$ cat config.mk
export PLATFORM = sky130hd
export DESIGN_NAME = raster_stamp_fetch
export DESIGN_NICKNAME = d
export VERILOG_FILES = /design/src/rtl/raster_stamp_fetch.sv
export SDC_FILE = /design/constraint.sdc
export NUM_CORES = 1
export LEC_CHECK = 0
export BUFFER_PORTS_ARGS = -buffer_cell sky130_fd_sc_hd__buf_2
export CORE_AREA = 5 5 126 128
export CTS_CLUSTER_DIAMETER = 80
export CTS_CLUSTER_SIZE = 24
export DETAILED_ROUTE_END_ITERATION = 10
export DIE_AREA = 0 0 131 133
export PLACE_DENSITY = 0.79
export SYNTH_ARGS = -nofsm -noshare
export SYNTH_HDL_FRONTEND = slang
export SYNTH_SLANG_ARGS = --single-unit
$ cat constraint.sdc
create_clock -name clk -period 2.1 [get_ports clk]
set_clock_uncertainty 0.1 [all_clocks]
set_input_delay 0.42 -clock clk [delete_from_list [all_inputs] [get_ports clk]]
set_output_delay 0.42 -clock clk [all_outputs]
set_load 0.02 [all_outputs]
$ cat src/rtl/raster_stamp_fetch.sv
// Purpose: writer side of the per-warp raster stamp store; gathers one stamp per active lane, writes them, answers the SFU.
// Latency: request handshake to rsp_valid is k+2 cycles (k = COLLECT cycles, 0 when the request mask is empty).
// Backpressure: one request in flight; req_ready only in IDLE, stamp_ready only in COLLECT, response held until rsp_ready.

package raster_stamp_pkg;
  typedef struct packed {
    logic [15:0]      pos_x;
    logic [15:0]      pos_y;
    logic [3:0]       mask;
    logic [2:0][11:0] bcoords;
  } raster_stamp_t;
endpackage

module raster_stamp_fetch
  import raster_stamp_pkg::*;
#(
  parameter int CORE_ID     = 0,
  parameter int NUM_LANES   = 1,
  parameter int NUM_THREADS = 4,
  parameter int PID_WIDTH   = ((NUM_THREADS / NUM_LANES) > 1) ? $clog2(NUM_THREADS / NUM_LANES) : 1,
  parameter int UUID_WIDTH  = 44,
  parameter int NW_WIDTH    = 2,
  parameter int XLEN        = 32
) (
  input  logic                                clk,
  input  logic                                reset_n,
  // fetch request from the SFU
  input  logic                                req_valid,
  output logic                                req_ready,
  input  logic [UUID_WIDTH-1:0]               req_uuid,
  input  logic [NW_WIDTH-1:0]                 req_wid,
  input  logic [NUM_LANES-1:0]                req_tmask,
  input  logic [PID_WIDTH-1:0]                req_pid,
  // stamp stream from the raster unit
  input  logic                                stamp_valid,
  output logic                                stamp_ready,
  input  raster_stamp_t                       stamp_data,
  input  logic                                stamp_done,
  // stamp store write port
  output logic                                write_enable,
  output logic [UUID_WIDTH-1:0]               write_uuid,
  output logic [NW_WIDTH-1:0]                 write_wid,
  output logic [NUM_LANES-1:0]                write_tmask,
  output logic [PID_WIDTH-1:0]                write_pid,
  output raster_stamp_t [NUM_LANES-1:0]       write_data,
  // response to the SFU
  output logic                                rsp_valid,
  input  logic                                rsp_ready,
  output logic [UUID_WIDTH-1:0]               rsp_uuid,
  output logic [NW_WIDTH-1:0]                 rsp_wid,
  output logic [PID_WIDTH-1:0]                rsp_pid,
  output logic [NUM_LANES-1:0]                rsp_tmask,
  output logic [NUM_LANES-1:0][XLEN-1:0]      rsp_data
);

  // CORE_ID only tags trace output; this empty guard marks configurations that make no sense.
  if (CORE_ID < 0 || NUM_LANES < 1) begin : g_bad_config
  end

  typedef enum logic [1:0] {S_IDLE, S_COLLECT, S_WRITE, S_RSP} state_t;

  state_t                        state, state_next;
  logic [NUM_LANES-1:0]          remain_q, remain_d;
  logic [NUM_LANES-1:0]          collect_q, collect_d;
  logic [NUM_LANES-1:0]          lane_sel;
  logic                          idle_ready;
  logic [UUID_WIDTH-1:0]         uuid_q;
  logic [NW_WIDTH-1:0]           wid_q;
  logic [PID_WIDTH-1:0]          pid_q;
  logic [NUM_LANES-1:0]          tmask_q;
  raster_stamp_t [NUM_LANES-1:0] stamp_q;

  // One-hot of the lowest lane still waiting for a stamp.
  always_comb begin
    lane_sel = remain_q & (~remain_q + NUM_LANES'(1));
  end

  // Next-state, lane bookkeeping and handshake/strobe outputs.
  always_comb begin
    state_next   = state;
    remain_d     = remain_q;
    collect_d    = collect_q;
    idle_ready   = 1'b0;
    stamp_ready  = 1'b0;
    write_enable = 1'b0;
    rsp_valid    = 1'b0;
    case (state)
      S_IDLE: begin
        idle_ready = 1'b1;
        if (req_valid) begin
          remain_d   = req_tmask;
          collect_d  = '0;
          state_next = (req_tmask == '0) ? S_WRITE : S_COLLECT;
        end
      end
      S_COLLECT: begin
        stamp_ready = 1'b1;
        // A real stamp wins over done in the same cycle.
        if (stamp_valid) begin
          remain_d  = remain_q & ~lane_sel;
          collect_d = collect_q | lane_sel;
        end else if (stamp_done) begin
          remain_d = '0;
        end
        if (remain_d == '0) begin
          state_next = S_WRITE;
        end
      end
      S_WRITE: begin
        write_enable = (collect_q != '0);
        state_next   = S_RSP;
      end
      S_RSP: begin
        rsp_valid = 1'b1;
        if (rsp_ready) begin
          state_next = S_IDLE;
        end
      end
      default: state_next = S_IDLE;
    endcase
  end

  // Gate with reset so the SFU never sees ready while the block is held in reset.
  assign req_ready = idle_ready & reset_n;

  // State and lane masks.
  always_ff @(posedge clk or negedge reset_n) begin
    if (!reset_n) begin
      state     <= S_IDLE;
      remain_q  <= '0;
      collect_q <= '0;
    end else begin
      state     <= state_next;
      remain_q  <= remain_d;
      collect_q <= collect_d;
    end
  end

  // Latched request fields and collected stamps.
  always_ff @(posedge clk or negedge reset_n) begin
    if (!reset_n) begin
      uuid_q  <= '0;
      wid_q   <= '0;
      pid_q   <= '0;
      tmask_q <= '0;
      stamp_q <= '0;
    end else begin
      if (state == S_IDLE && req_valid) begin
        uuid_q  <= req_uuid;
        wid_q   <= req_wid;
        pid_q   <= req_pid;
        tmask_q <= req_tmask;
      end
      if (state == S_COLLECT && stamp_valid) begin
        for (int i = 0; i < NUM_LANES; i++) begin
          if (lane_sel[i]) begin
            stamp_q[i] <= stamp_data;
          end
        end
      end
    end
  end

  assign write_uuid  = uuid_q;
  assign write_wid   = wid_q;
  assign write_pid   = pid_q;
  assign write_tmask = collect_q;
  assign write_data  = stamp_q;

  assign rsp_uuid  = uuid_q;
  assign rsp_wid   = wid_q;
  assign rsp_pid   = pid_q;
  assign rsp_tmask = tmask_q;

  // Per-lane result: 1 when the lane received a stamp, 0 when the raster unit ran dry.
  always_comb begin
    rsp_data = '0;
    for (int i = 0; i < NUM_LANES; i++) begin
      rsp_data[i] = XLEN'(collect_q[i]);
    end
  end

endmodule

# Yosys cells after proc, flatten, opt, wreduce, memory -nomap -nowiden

Cells that the tools add are included.

Latch bits: 0
Output and inout bits: 206
Bits in read-only memories: 0
RAM bits: 0
Memories kept: 0
Logic and storage cells: 52
Input port bits: 127
Bits in registers: 125

Muxes and demuxes: 17
Order comparisons: 0
$add $sub $neg: 1
Div/mod/pow operators: 0
Equality and inequality tests: 7
Shift-type cells: 0
Bitwise gates (word level): 6
Reduce and logical (&&, ||, !) cells: 8
$mul: 0

Operator list:

| operator                                            | count |
|---|---|
| two-way mux 1 bit                                   | 10 |
| two-way mux 2 bit                                   | 4 |
| != test 2 bit, second input constant                | 4 |
| one-hot mux 2 bit (4 select lines)                  | 1 |
| AND reduction 3 bit                                 | 2 |
| equality test 2 bit, second input constant          | 2 |
| one-hot mux 1 bit (2 select lines)                  | 2 |
| AND reduction 2 bit                                 | 2 |
| bitwise AND 1 bit                                   | 3 |
| equality test 2 x 1 -> 1 bit, second input constant | 1 |
| logical AND 1 bit                                   | 2 |
| logical NOT 2 bit                                   | 1 |
| NOT 1 bit                                           | 2 |
| nonzero test 2 bit                                  | 1 |
| adder 1 bit, second input constant                  | 1 |
| OR 1 bit                                            | 1 |

# Depth between registers and ports, before layout

Depth in word-level cells: 9
Mapped depth: 6
Gate-level depth less buffers: 5

# Least setup slack after synthesis

OpenSTA, ideal clock, no wires.

Kind: flip-flop to flip-flop
From: register state[1]
To: register stamp_q (netlist bit write_data[27])
Required time: 1.872 ns
Period minus slack after synthesis: 1.732 ns
Slack: 0.368 ns
Arrival time: 1.505 ns
Setup time: 0.128 ns
Cell stages (with the launch flop): 6
Path buffers: 1
Cell sequence: dfrtp_1 inv_1 ha_1 nand3_4 buf_6 mux2_1

Word-level cells in the longest chain between the ends: 3

RTL lines:

| item                                 | RTL line | RTL |
|---|---|---|
| from (decl)                          | 62       | `state_t state, state_next;` |
| from (signal assigned)               | 133      | `state <= state_next;` |
| equality test 2 x 1 -> 1 bit         | 154      | `if (state == S_COLLECT && stamp_valid) begin` |
| logical AND 1 bit                    | 154      |  |
| AND reduction 2 bit (no source line) | -        |  |
| to (signal, indexed assignment)      | 157      | `stamp_q[i] <= stamp_data;` |
| to (decl)                            | 71       | `raster_stamp_t [NUM_LANES-1:0] stamp_q;` |

Every way passes these cells.
A chain may end at the register's enable or synchronous reset.

# Worst setup path in the final report

From: register state[0]
To: output req_ready

Word-level cells in the longest chain between the ends: 3

RTL lines:

| item              | RTL line | RTL |
|---|---|---|
| logical NOT 2 bit | 87       | `case (state)` |
| two-way mux 1 bit | 87       |  |
| bitwise AND 1 bit | 124      | `assign req_ready = idle_ready & reset_n;` |
| to (decl)         | 29       | `output logic req_ready,` |

Every way passes these cells.

==> flow_summary_export.csv <==
group,metric,value,unit
worst_setup_path,max_stage_delay,0.40,ns
cts,numCtsBuffers,17,
synth,yosys-top-cells-area,"dfrtp_1 (58%), mux2_2 (24%), buf_4 (11%)",
finish,drive_gt1_frac,0.712,
timing,setup_tns,0,ns
power_and_ir_drop,comb_power_share,0.439,
floorplanning,dieArea,0.0174,mm²
timing,worst_slew_pin_slew,0.655,ns
placed_design,dpl.hpwl,9830,µm
worst_setup_path,r2r-start,"state[1]",
cts,path_clk_slew,0.06,ns
synth,synth_top_cell_by_area,"dfrtp_1",
hold_path,hold_class,"input pin to async pin",
timing,rsz0062_at_grt,"no",
cts,clk_path_buf_depth,2,
detailed_routing,final_antenna_net_count,0,
floorplanning,initial_core_util,0.367,
synth,ys_warn_count,0,
floorplanning,die_x,131,µm
placed_design,place.port_buffers,301,
worst_setup_path,cp-start-kind,"flip-flop",
worst_setup_path,path_buf_inv,2,
timing,fmax,502,MHz
finish,utilization,0.496,
detailed_routing,post-route-drc-count,0,
synth,synth-seq-cells,125,
cts,ctsRootBufferMaster,"clkbuf_16",
global_routing,grt_max_degree,126,
detailed_routing,vias,3649,
worst_setup_path,critPathMaxFanout,5,
power_and_ir_drop,power_switching,5220,µW
cts,cts_tree,"done",
synth,synth_ff_type,"dfrtp_1",
synth,synthArstFlopShare,1.00,
finish,diodes,0,
detailed_routing,viasPerCell,4.38,
global_routing,overflow,0,
synth,synth_cell_type_count,21,
worst_setup_path,cp_top_family,"flip-flops",
synth,synth_top_area_frac,0.577,
worst_setup_path,crit_path_cell_trace,"inv_1 > ha_2 > and2_1 > buf_2",
power_and_ir_drop,leakage,0.00392,µW
floorplanning,io-pin-count,333,
cts,cts.sinks,125,
detailed_routing,totalWireLength,12800,µm
power_and_ir_drop,swShare,0.398,
power_and_ir_drop,power.share.clock,0.237,
timing,finalSetupViolations,0,
detailed_routing,drt_first_pass_iters,3,
cts,hold_buffers,0,
detailed_routing,detail_route.wl_per_cell,15.3,µm
timing,hold_violations,0,
worst_setup_path,required,1.58,ns
synth,synthCells,367,
detailed_routing,dr.first_iter.drc_count,55,
status,status,"complete, no violations",
synth,yosysMostFrequentCell,"dfrtp_1",
power_and_ir_drop,seqPwrFrac,0.324,
worst_setup_path,crit_path_end_kind,"output port",
global_routing,antenna_found_initial,0,
cts,htreeDepth,4,
timing,layout_min_cycle_time,1.99,ns
synth,syn_area,0.00542,mm²
synth,yosys-top-cells-count,"dfrtp_1 (125), mux2_2 (115), buf_4 (80)",
finish,final_nets,764,
power_and_ir_drop,power,13100,µW
worst_setup_path,critPathKind,"flip-flop to output port",
power_and_ir_drop,ir_drop,0.790,mV
power_and_ir_drop,p_per_area,1790,mW/mm²
timing,post-route-period-util,0.948,
synth,ys_seq_area_frac,0.577,
power_and_ir_drop,p_int,7890,µW
synth,syn_avg_cell_area,14.8,µm²
global_routing,grtUsageTotal,0.145,
flow_run,cap_violations,0,
worst_setup_path,slowest_stage,"dfrtp_1",
global_routing,grt_pass1_vias,3814,
synth,synth_edf_count,0,
floorplanning,rows,45,
timing,max_slew_margin,0.563,
timing,slew_viol_final,0,
floorplanning,coreArea,0.0148,mm²
placed_design,gp_congestion,0.753,
cts,clock_latency,0.40,ns
worst_setup_path,crit_arrival,1.47,ns
global_routing,grt_pass1_wl,19500,µm
worst_setup_path,cp-startpoint,"state[0]",
floorplanning,die_h,133,µm
finish,area_delta_synth_final,34.9,%
[layout by cell type (no fill, tap or decap), drive strengths merged]
| master | n |
|---|---|
| a21oi | 2 |
| clkinvlp | 3 |
| and2 | 2 |
| clkinv | 6 |
| nor2b | 1 |
| dfrtp | 125 |
| nand3 | 1 |
| inv | 6 |
| clkbuf | 18 |
| nand2 | 1 |
| bufinv | 4 |
| conb | 31 |
| o21ai | 2 |
| a31oi | 1 |
| ha | 5 |
| a221oi | 1 |
| mux2i | 4 |
| buf | 308 |
| and2b | 1 |
| mux2 | 121 |
| nand3b | 1 |
| nor3b | 1 |
[state kept, by name, summed over array words and instances, names as in the netlist]
name         count
rsp_wid          2
rsp_uuid        44
rsp_pid          2
state            2
rsp_tmask        1
remain_q         1
write_tmask      1
write_data      72
[stage by stage]
step	area (µm²)	cells	setup slack [ns]	hold slack [ns]
finish	7310	833	0.110	0.0353
CTS	7310	833	0.0534	0.0604
floorplan	5530	397	0.368	0.0244
global route	7310	833	0.0134	0.0931
detailed placement	6680	801	0.201	0.378
global placement	6680	801	0.270	0.370
[logic make-up (layout without fill, tap and decap cells)]
| kind of cell | after synthesis | in the layout | share of synthesized area |
|---|---|---|---|
| flip-flops | 125 | 125 | 0.577 |
| AO/OA/AOI/OAI | 6 | 6 | 0.00647 |
| adder cells (fa/ha/maj) | 5 | 5 | 0.0115 |
| buffers and inverters | 97 | 345 | 0.133 |
| multiplexers | 125 | 125 | 0.259 |
| AND/OR/NAND/NOR | 8 | 8 | 0.0118 |
| other | 1 | 31 | 0.000692 |
[what timing repair did]
item,in CTS,in global routing
buffers inserted,0,0
gates resized for setup,0,1
endpoints found under the setup margin,0,1
[path summary, 6_finish.rpt]
kind / endpoint / slack (ns) / depth (start not counted)
worst max register to register: write_data[31] / 0.24 / 5
min in group clk: write_data[30] / 0.12 / 2
worst min-delay path: rsp_uuid[31] / 0.04 / 2
worst max-delay path: req_ready / 0.11 / 4
max in group asynchronous: write_data[49] / 1.38 / 2
worst min register to register: write_data[30] / 0.39 / 1
[power groups by stage]
stage	Sequential, µW	Combinational (µW)	Clock (µW)
global route	4430	6140	3310
global placement	4230	5750	0
floorplan	5660	2920	0
detailed placement	4300	5820	0
finish	4250	5750	3110
CTS	4270	5840	3200
[cell type report]
| type | instances | area [µm²] |
|---|---|---|
| fillers | 1339 | 7440 |
| flip-flops and latches | 125 | 3130 |
| multi-input cells | 175 | 1690 |
| repair buffers | 308 | 1610 |
| clock buffers | 18 | 439 |
| well taps | 188 | 235 |
| clock inverters | 14 | 193 |
| inverters | 5 | 18.8 |
[layer usage]
metal / part of all wire / global-route usage / vias to the layer above
met4: 0.019 / 0.0566 / 0
met1: 0.35 / 0.157 / 1766
met5: 0 / 0 / -
met3: 0.11 / 0.0577 / 16
li1: - / - / 1675
met2: 0.52 / 0.251 / 192
No activity file was read; power rests on OpenSTA's default activity.
